## src/rtl/div_unit_pkg.sv

```systemverilog
// Shared pipeline definitions for the execute-stage divider: state
// encoding, datapath width and the stall latency seen by the hazard unit.
package div_unit_pkg;

  localparam int DIV_WIDTH   = 32;
  localparam int DIV_LATENCY = DIV_WIDTH + 1;

  localparam logic [1:0] DIV_IDLE = 2'b00;
  localparam logic [1:0] DIV_BUSY = 2'b01;
  localparam logic [1:0] DIV_DONE = 2'b10;

endpackage

```

## src/rtl/div_unit.sv

```systemverilog
// Radix-2 restoring divider for DIV/DIVU. Produces {hi = remainder,
// lo = quotient} and stalls the pipeline while the iterations run.
module div_unit
  import div_unit_pkg::*;
#(
  parameter int WIDTH = DIV_WIDTH,
  parameter int CNT_W = 6
) (
  input  logic               clk,
  input  logic               rst,
  input  logic               start,
  input  logic               signed_div,
  input  logic               annul,
  input  logic [WIDTH-1:0]   a,
  input  logic [WIDTH-1:0]   b,
  output logic               div_stall,
  output logic               ready,
  output logic [2*WIDTH-1:0] result
);

  logic [1:0]       state;
  logic [CNT_W-1:0] cnt;
  logic [WIDTH-1:0] rem;
  logic [WIDTH-1:0] quo;
  logic [WIDTH-1:0] divisorMag;
  logic             quoNeg;
  logic             remNeg;

  logic [WIDTH-1:0] absA;
  logic [WIDTH-1:0] absB;
  logic [WIDTH:0]   trial;
  logic [WIDTH:0]   diff;
  logic [WIDTH-1:0] stepRem;
  logic [WIDTH-1:0] stepQuo;
  logic             lastIter;

  assign absA = (signed_div && a[WIDTH-1]) ? -a : a;
  assign absB = (signed_div && b[WIDTH-1]) ? -b : b;

  // Stall is combinational so the hazard unit sees it in the cycle start rises.
  assign div_stall = rst & start & ~annul & (state != DIV_DONE);
  assign ready     = (state == DIV_DONE);

  // NOTE: every signal here is assigned on every pass, so no latch can be inferred.
  always_comb begin
    trial    = {rem, quo[WIDTH-1]};
    diff     = trial - {1'b0, divisorMag};
    stepRem  = diff[WIDTH] ? trial[WIDTH-1:0] : diff[WIDTH-1:0];
    stepQuo  = {quo[WIDTH-2:0], ~diff[WIDTH]};
    lastIter = (cnt == CNT_W'(WIDTH - 1));
  end

  // NOTE: all datapath registers are reset so result reads 0 straight out of reset.
  always_ff @(posedge clk or negedge rst) begin
    if (!rst) begin
      state      <= DIV_IDLE;
      cnt        <= '0;
      rem        <= '0;
      quo        <= '0;
      divisorMag <= '0;
      quoNeg     <= 1'b0;
      remNeg     <= 1'b0;
      result     <= '0;
    end else if (annul) begin
      state <= DIV_IDLE;
    end else begin
      // NOTE: non-blocking assignments keep every register update tied to the same edge.
      case (state)
        DIV_IDLE: begin
          if (start) begin
            rem        <= '0;
            quo        <= absA;
            divisorMag <= absB;
            quoNeg     <= signed_div & (a[WIDTH-1] ^ b[WIDTH-1]);
            remNeg     <= signed_div & a[WIDTH-1];
            cnt        <= '0;
            state      <= DIV_BUSY;
          end
        end
        DIV_BUSY: begin
          rem <= stepRem;
          quo <= stepQuo;
          cnt <= cnt + 1'b1;
          if (lastIter) begin
            result <= {remNeg ? -stepRem : stepRem, quoNeg ? -stepQuo : stepQuo};
            state  <= DIV_DONE;
          end
        end
        DIV_DONE: state <= DIV_IDLE;
        default:  state <= DIV_IDLE;
      endcase
    end
  end

endmodule

```

## config.mk

```make
export PLATFORM = sky130hd
export DESIGN_NAME = div_unit
export DESIGN_NICKNAME = d
export VERILOG_FILES = /design/src/rtl/div_unit_pkg.sv /design/src/rtl/div_unit.sv
export SDC_FILE = /design/constraint.sdc
export NUM_CORES = 1
export LEC_CHECK = 0
export ABC_AREA = 1
export CAP_MARGIN = 20
export CORE_UTILIZATION = 55
export CTS_CLUSTER_DIAMETER = 200
export DETAILED_ROUTE_END_ITERATION = 6
export GPL_TIMING_DRIVEN = 0
export PLACE_DENSITY = 0.78
export SLEW_MARGIN = 10
export SYNTH_ARGS = -nofsm -noshare
export SYNTH_HDL_FRONTEND = slang
export SYNTH_SLANG_ARGS = --single-unit
```

## constraint.sdc

```tcl
create_clock -name clk -period 4.45 [get_ports clk]
set_clock_uncertainty 0.15 [all_clocks]
set_input_delay 0.89 -clock clk [delete_from_list [all_inputs] [get_ports clk]]
set_output_delay 0.89 -clock clk [all_outputs]
set_load 0.02 [all_outputs]
```

* After elaboration in Yosys (flattened, before gate mapping)
Cells that the tools add are included.
Cells by class: $add $sub $neg 6, eq/ne operators 7, mux-type cells 15, bitwise operators 8, reduce and logical (&&, ||, !) cells 8
Operators by type and width (count):
- 2-to-1 mux 32 bit | 7
- negator 32 bit | 4
- case mux 32 bit (2 select lines) | 2
- subtractor 33 x 32 -> 33 bit | 1
- case mux 6 bit (2 select lines) | 1
- AND reduction 3 bit | 3
- adder 6 x 1 -> 6 bit, second input constant | 1
- == test 6 x 5 -> 1 bit, second input constant | 1
- 2-to-1 mux 2 bit | 3
- 2-to-1 mux 6 bit | 1
- inequality test 3 bit, second input constant | 2
- bitwise AND 1 bit | 5
- inequality test 2 bit, second input constant | 2
- case mux 2 bit (2 select lines) | 1
- == test 2 x 1 -> 1 bit, second input constant | 1
- == test 2 bit, second input constant | 1
- logical AND 1 bit | 2
- zero test 2 bit | 1
- NOT 1 bit | 2
- AND reduction 2 bit | 1
- nonzero test 2 bit | 1
- XOR 1 bit | 1
Word-level totals: register bits 170, output and inout port bits 66, logic and storage cells 52

* Depth between registers and ports, before layout
depth after elaboration 4, depth in mapped cells 28

* Worst setup path after synthesis
OpenSTA, ideal clock, no wires.
path type register -> register, from register quo[31], to register result[28], library setup time 0.083 ns, data arrival time 3.595 ns, data required time 4.217 ns, slack 0.622 ns, stages on the path, launching flop included 29, path through dfrtp_1 > inv_1 > ha_1 > fa_1 > inv_1 > nand2_1 > nand2_1 > nand3_1 > nand2_2 > nand2_2 > nand2_2 > nand2_4 > nand2_4 > nand2_4 > nand2_4 > buf_6 > buf_6 > ha_1 > inv_1 > nor3_1 > nand3_1 > nor4_1 > nand3_1 > nor2_1 > a31oi_1 > a21oi_1 > nand2_1 > xor2_1 > o21ai_0
Between the ends: cells in the longest elaborated chain, start to end 4
RTL lines:
- start, declared | line div_unit.sv:24 | logic [WIDTH-1:0] quo;
- start signal, assigned | line div_unit.sv:72 | quo <= absA;
- start signal, assigned | line div_unit.sv:82 | quo <= stepQuo;
- subtractor 33 x 32 -> 33 bit | line div_unit.sv:47 | diff = trial - {1'b0, divisorMag};
- NOT 1 bit | line div_unit.sv:49 | stepQuo = {quo[WIDTH-2:0], ~diff[WIDTH]};
- negator 32 bit | line div_unit.sv:85 | result <= {remNeg ? -stepRem : stepRem, quoNeg ? -stepQuo : stepQuo};
- 2-to-1 mux 32 bit | line div_unit.sv:85
- end signal, assigned | line div_unit.sv:85
- end, declared | line div_unit.sv:18 | output logic [2*WIDTH-1:0] result
Every way passes these cells. A chain may end at the register's enable or synchronous reset.

* Final worst setup path
from register divisorMag[0], to register result[8]
Between the ends: cells in the longest elaborated chain, start to end 4
RTL lines:
- start, declared | line div_unit.sv:25 | logic [WIDTH-1:0] divisorMag;
- start signal, assigned | line div_unit.sv:73 | divisorMag <= absB;
- subtractor 33 x 32 -> 33 bit | line div_unit.sv:47
- NOT 1 bit | line div_unit.sv:49
- negator 32 bit | line div_unit.sv:85
- 2-to-1 mux 32 bit | line div_unit.sv:85
Every way passes these cells.

==> results.md <==
- Area growth, synth to finish: 18.90%
- WL/cell: 17.18 um
- DPL Wire Length: 35040 um
- Syn Area/Cell: around 6.4 sq um
- Vias per Instance: 5.513
- Clock Tree Buf Depth: 2
- Area contributors post-synth: dfrtp_1 (32%), nand2_1 (20%), inv_1 (8.0%)
- Starting Density: 56.07%
- Synth area leader: dfrtp_1
- Worst-Skew Late Latency: ~0.44 ns
- # IOs: about 140
- Syn nets: 2154
- CTS Sinks: 170
- Fillers: around 2200
- Worst-Margin Slew: around 1.1 ns
- Unrepaired setup endpoints after global routing: false
- Post-Place Cells: 2501
- Die Span X: between 150 and 200 um
- #FFs+latches synth: 170
- Endpoints failing hold: 0
- Power Dens Cells: roughly 760 nW/um^2
- Pleak: ~8.1 nW
- CTS Hold Bufs: 0
- Post-synthesis sequential area ratio: 32.42%
- CTS tree: done
- Area after DPL: about 15000 sq um
- Clock slew at reported path FFs: approximately 0.080 ns
- Register area: roughly 4300 sq um
- VDD IR max: between 0.0005 and 0.0006 V
- Mapped Area: 13120 sq um
- GP Congestion: around 0.98
- First-pass GRT wire length: 69370 um
- Antenna violations before repair: 1
- Final Cell Area: between 15000 and 20000 sq um
- Util after Layout: between 60% and 70%
- ANT nets after route: 0
- Final Slew Violations: 0
- Drc violations: 0
- Tcrit/Tclk final: between 90% and 100%
- Synth Flop Type: dfrtp_1
- Arr. time, crit path: around 4.4 ns
- GRT Residual Overflow: 0
- Yosys top cell area share: between 30% and 40%
- Core footprint: between 20000 and 25000 sq um
- CP Data Required Time: 4.61 ns
- Chip Height: between 150 and 200 um
- Crit Path Max Fanout: 5
- Reg2reg start: divisorMag[0]$_DFFE_PN0P_
- Initial DRC count: about 1400
- Syn. warnings: 0
- Fmax: ~240 MHz
- Rows: 56
- First-pass iteration count of the detailed router: 6
- Vias in the first global route: around 13000
- Commonest non-fill, non-tap cells in the layout: nand2_1 (707), inv_1 (278), nor2_1 (175)
- Total wire length: around 44000 um
- Ys async rst share: 100.0%
- Setup crit start: divisorMag[0]$_DFFE_PN0P_
- Worst setup EP type: flip-flop
- WHS: 0.3355 ns
- Synth Instances: between 2000 and 2500
- Share of cells above drive strength 1: 5.761%
- Final Worst Setup Slack: around 0.24 ns
- Buffers added on ports: 134
- Startpoint types: flip-flop
- Critical path type: reg -> reg
- Worst slack at placement: -0.1803 ns
- Multi-input gate area in the final layout: 7521 sq um
- Most common cell after layout, fill and taps aside: nand2_1
- Die area: 24480 sq um
- Largest net degree at the start of global routing: between 90 and 100
- Max-cap violations: 0
- Non-Filler Instances: around 2500
- Root buffer cell: clkbuf_16
- Setup violations, final: 0
- Slew margin rel.: a little over a quarter
- Unique cell type count in the Yosys netlist: 46
- Overall track demand over capacity in global routing: between 30% and 40%
- TritonCTS Buffers: 17
- Number of nets in the layout: 2316
- Post-synth EDFFs: 0
- Htree depth: 4
- Hold Crit Class: in -> async
- Outcome: finished clean
- Total number of vias: ~14000
- Crit path time final: 4.207 ns
==> state kept, by name (all words and copies together) (netlist names) <==
signal / cells
divisorMag: 32
cnt: 6
quoNeg: 1
quo: 32
state: 2
remNeg: 1
rem: 32
result: 64
==> worst max-delay path: stages, from the launching register on <==
cell	delay, ns
dfrtp_2	0.47
ha_2	0.22
fa_1	0.40
inv_1	0.11
nand2_1	0.05
nand2_1	0.07
nand3_1	0.08
nand2_2	0.13
nand2_2	0.07
nand2_2	0.09
nand2_4	0.08
nand2_4	0.09
nand2_4	0.06
nand2_4	0.08
buf_12	0.13
ha_1	0.13
inv_1	0.06
nor3_4	0.13
nand3_2	0.14
buf_4	0.16
buf_4	0.13
buf_4	0.12
buf_4	0.12
buf_4	0.12
buf_4	0.13
o31ai_2	0.23
xor2_1	0.20
o21ai_0	0.10
==> final timing paths <==
check,to,slack [ns],cells after the start
max reg2reg,result[8]$_DFFE_PN0P_,0.24,27
min reg2reg,result[9]$_DFFE_PN0P_,0.34,2
max,result[8]$_DFFE_PN0P_,0.24,27
min in group clk,result[9]$_DFFE_PN0P_,0.34,2
max in group asynchronous,divisorMag[0]$_DFFE_PN0P_,2.96,2
min,result[0]$_DFFE_PN0P_,0.34,1
==> cell usage after synthesis, types with 11 or more instances <==
cell / n
nand2_2: 25
nor3_1: 16
nand3_1: 128
o21ai_0: 148
clkbuf_1: 43
ha_1: 37
nor2_1: 177
xnor2_1: 20
dfrtp_1: 170
nand2_1: 707
o211ai_1: 25
a21oi_1: 54
nand4_1: 18
xor2_1: 64
inv_2: 11
nor4_1: 12
o22ai_1: 27
inv_1: 279
==> layer usage <==
metal | share of wire [%] | wire length [um] | GRT usage, %
met2 | 41 | 18030 | 54.00
met1 | 46 | 20180 | 53.92
met3 | 9.8 | 4266 | 8.973
met4 | 2.7 | 1181 | 12.14
met5 | 0 | 0 | 0
==> cell families (layout without fill, tap and decap cells) <==
family,after synthesis,after routing,synth area share (%)
and+or+nand+nor,1114,1114,35.45
buffers and inverters,354,529,10.62
AOI/OAI and AO/OA,287,287,12.22
DFF,170,170,32.42
xor gates and xnor gates,84,84,5.607
adders and majority gates,38,38,3.681
other,0,1,0
==> report_power, final <==
part | switching (mW) | total (mW) | internal (mW) | leakage [nW]
Combinational | 5.64 | 8.21 | 2.57 | 5.69
Sequential | 0.334 | 2.17 | 1.83 | 2.15
Clock | 0.732 | 1.50 | 0.767 | 0.288
==> area by class of cell <==
cell class	count	area share (%)
well taps	319	2.558
multi-input cells	1523	48.21
flip-flops and latches	170	27.28
repair buffers	144	9.239
clock inverters	14	0.9704
plain buffers	62	1.917
clock buffers	18	2.815
diodes	1	0.01604
inverters	291	7.001
==> per-stage QoR <==
| step | power [mW] | setup TNS, ns |
|---|---|---|
| after CTS | 11.60 | 0 |
| after global placement | 9.929 | -789.98 |
| after global routing | 12.90 | 0 |
| after detailed placement | 10.05 | -0.8424 |
| final | 11.88 | 0 |
| after floorplan | 7.794 | 0 |
==> repair_timing <==
item / CTS / global route
endpoints found under the setup margin: 6 / 10
pin swaps: 3 / 3
setup buffers: 6 / 3
resized for setup: 5 / 11
Power figures use the tool's default switching activity.
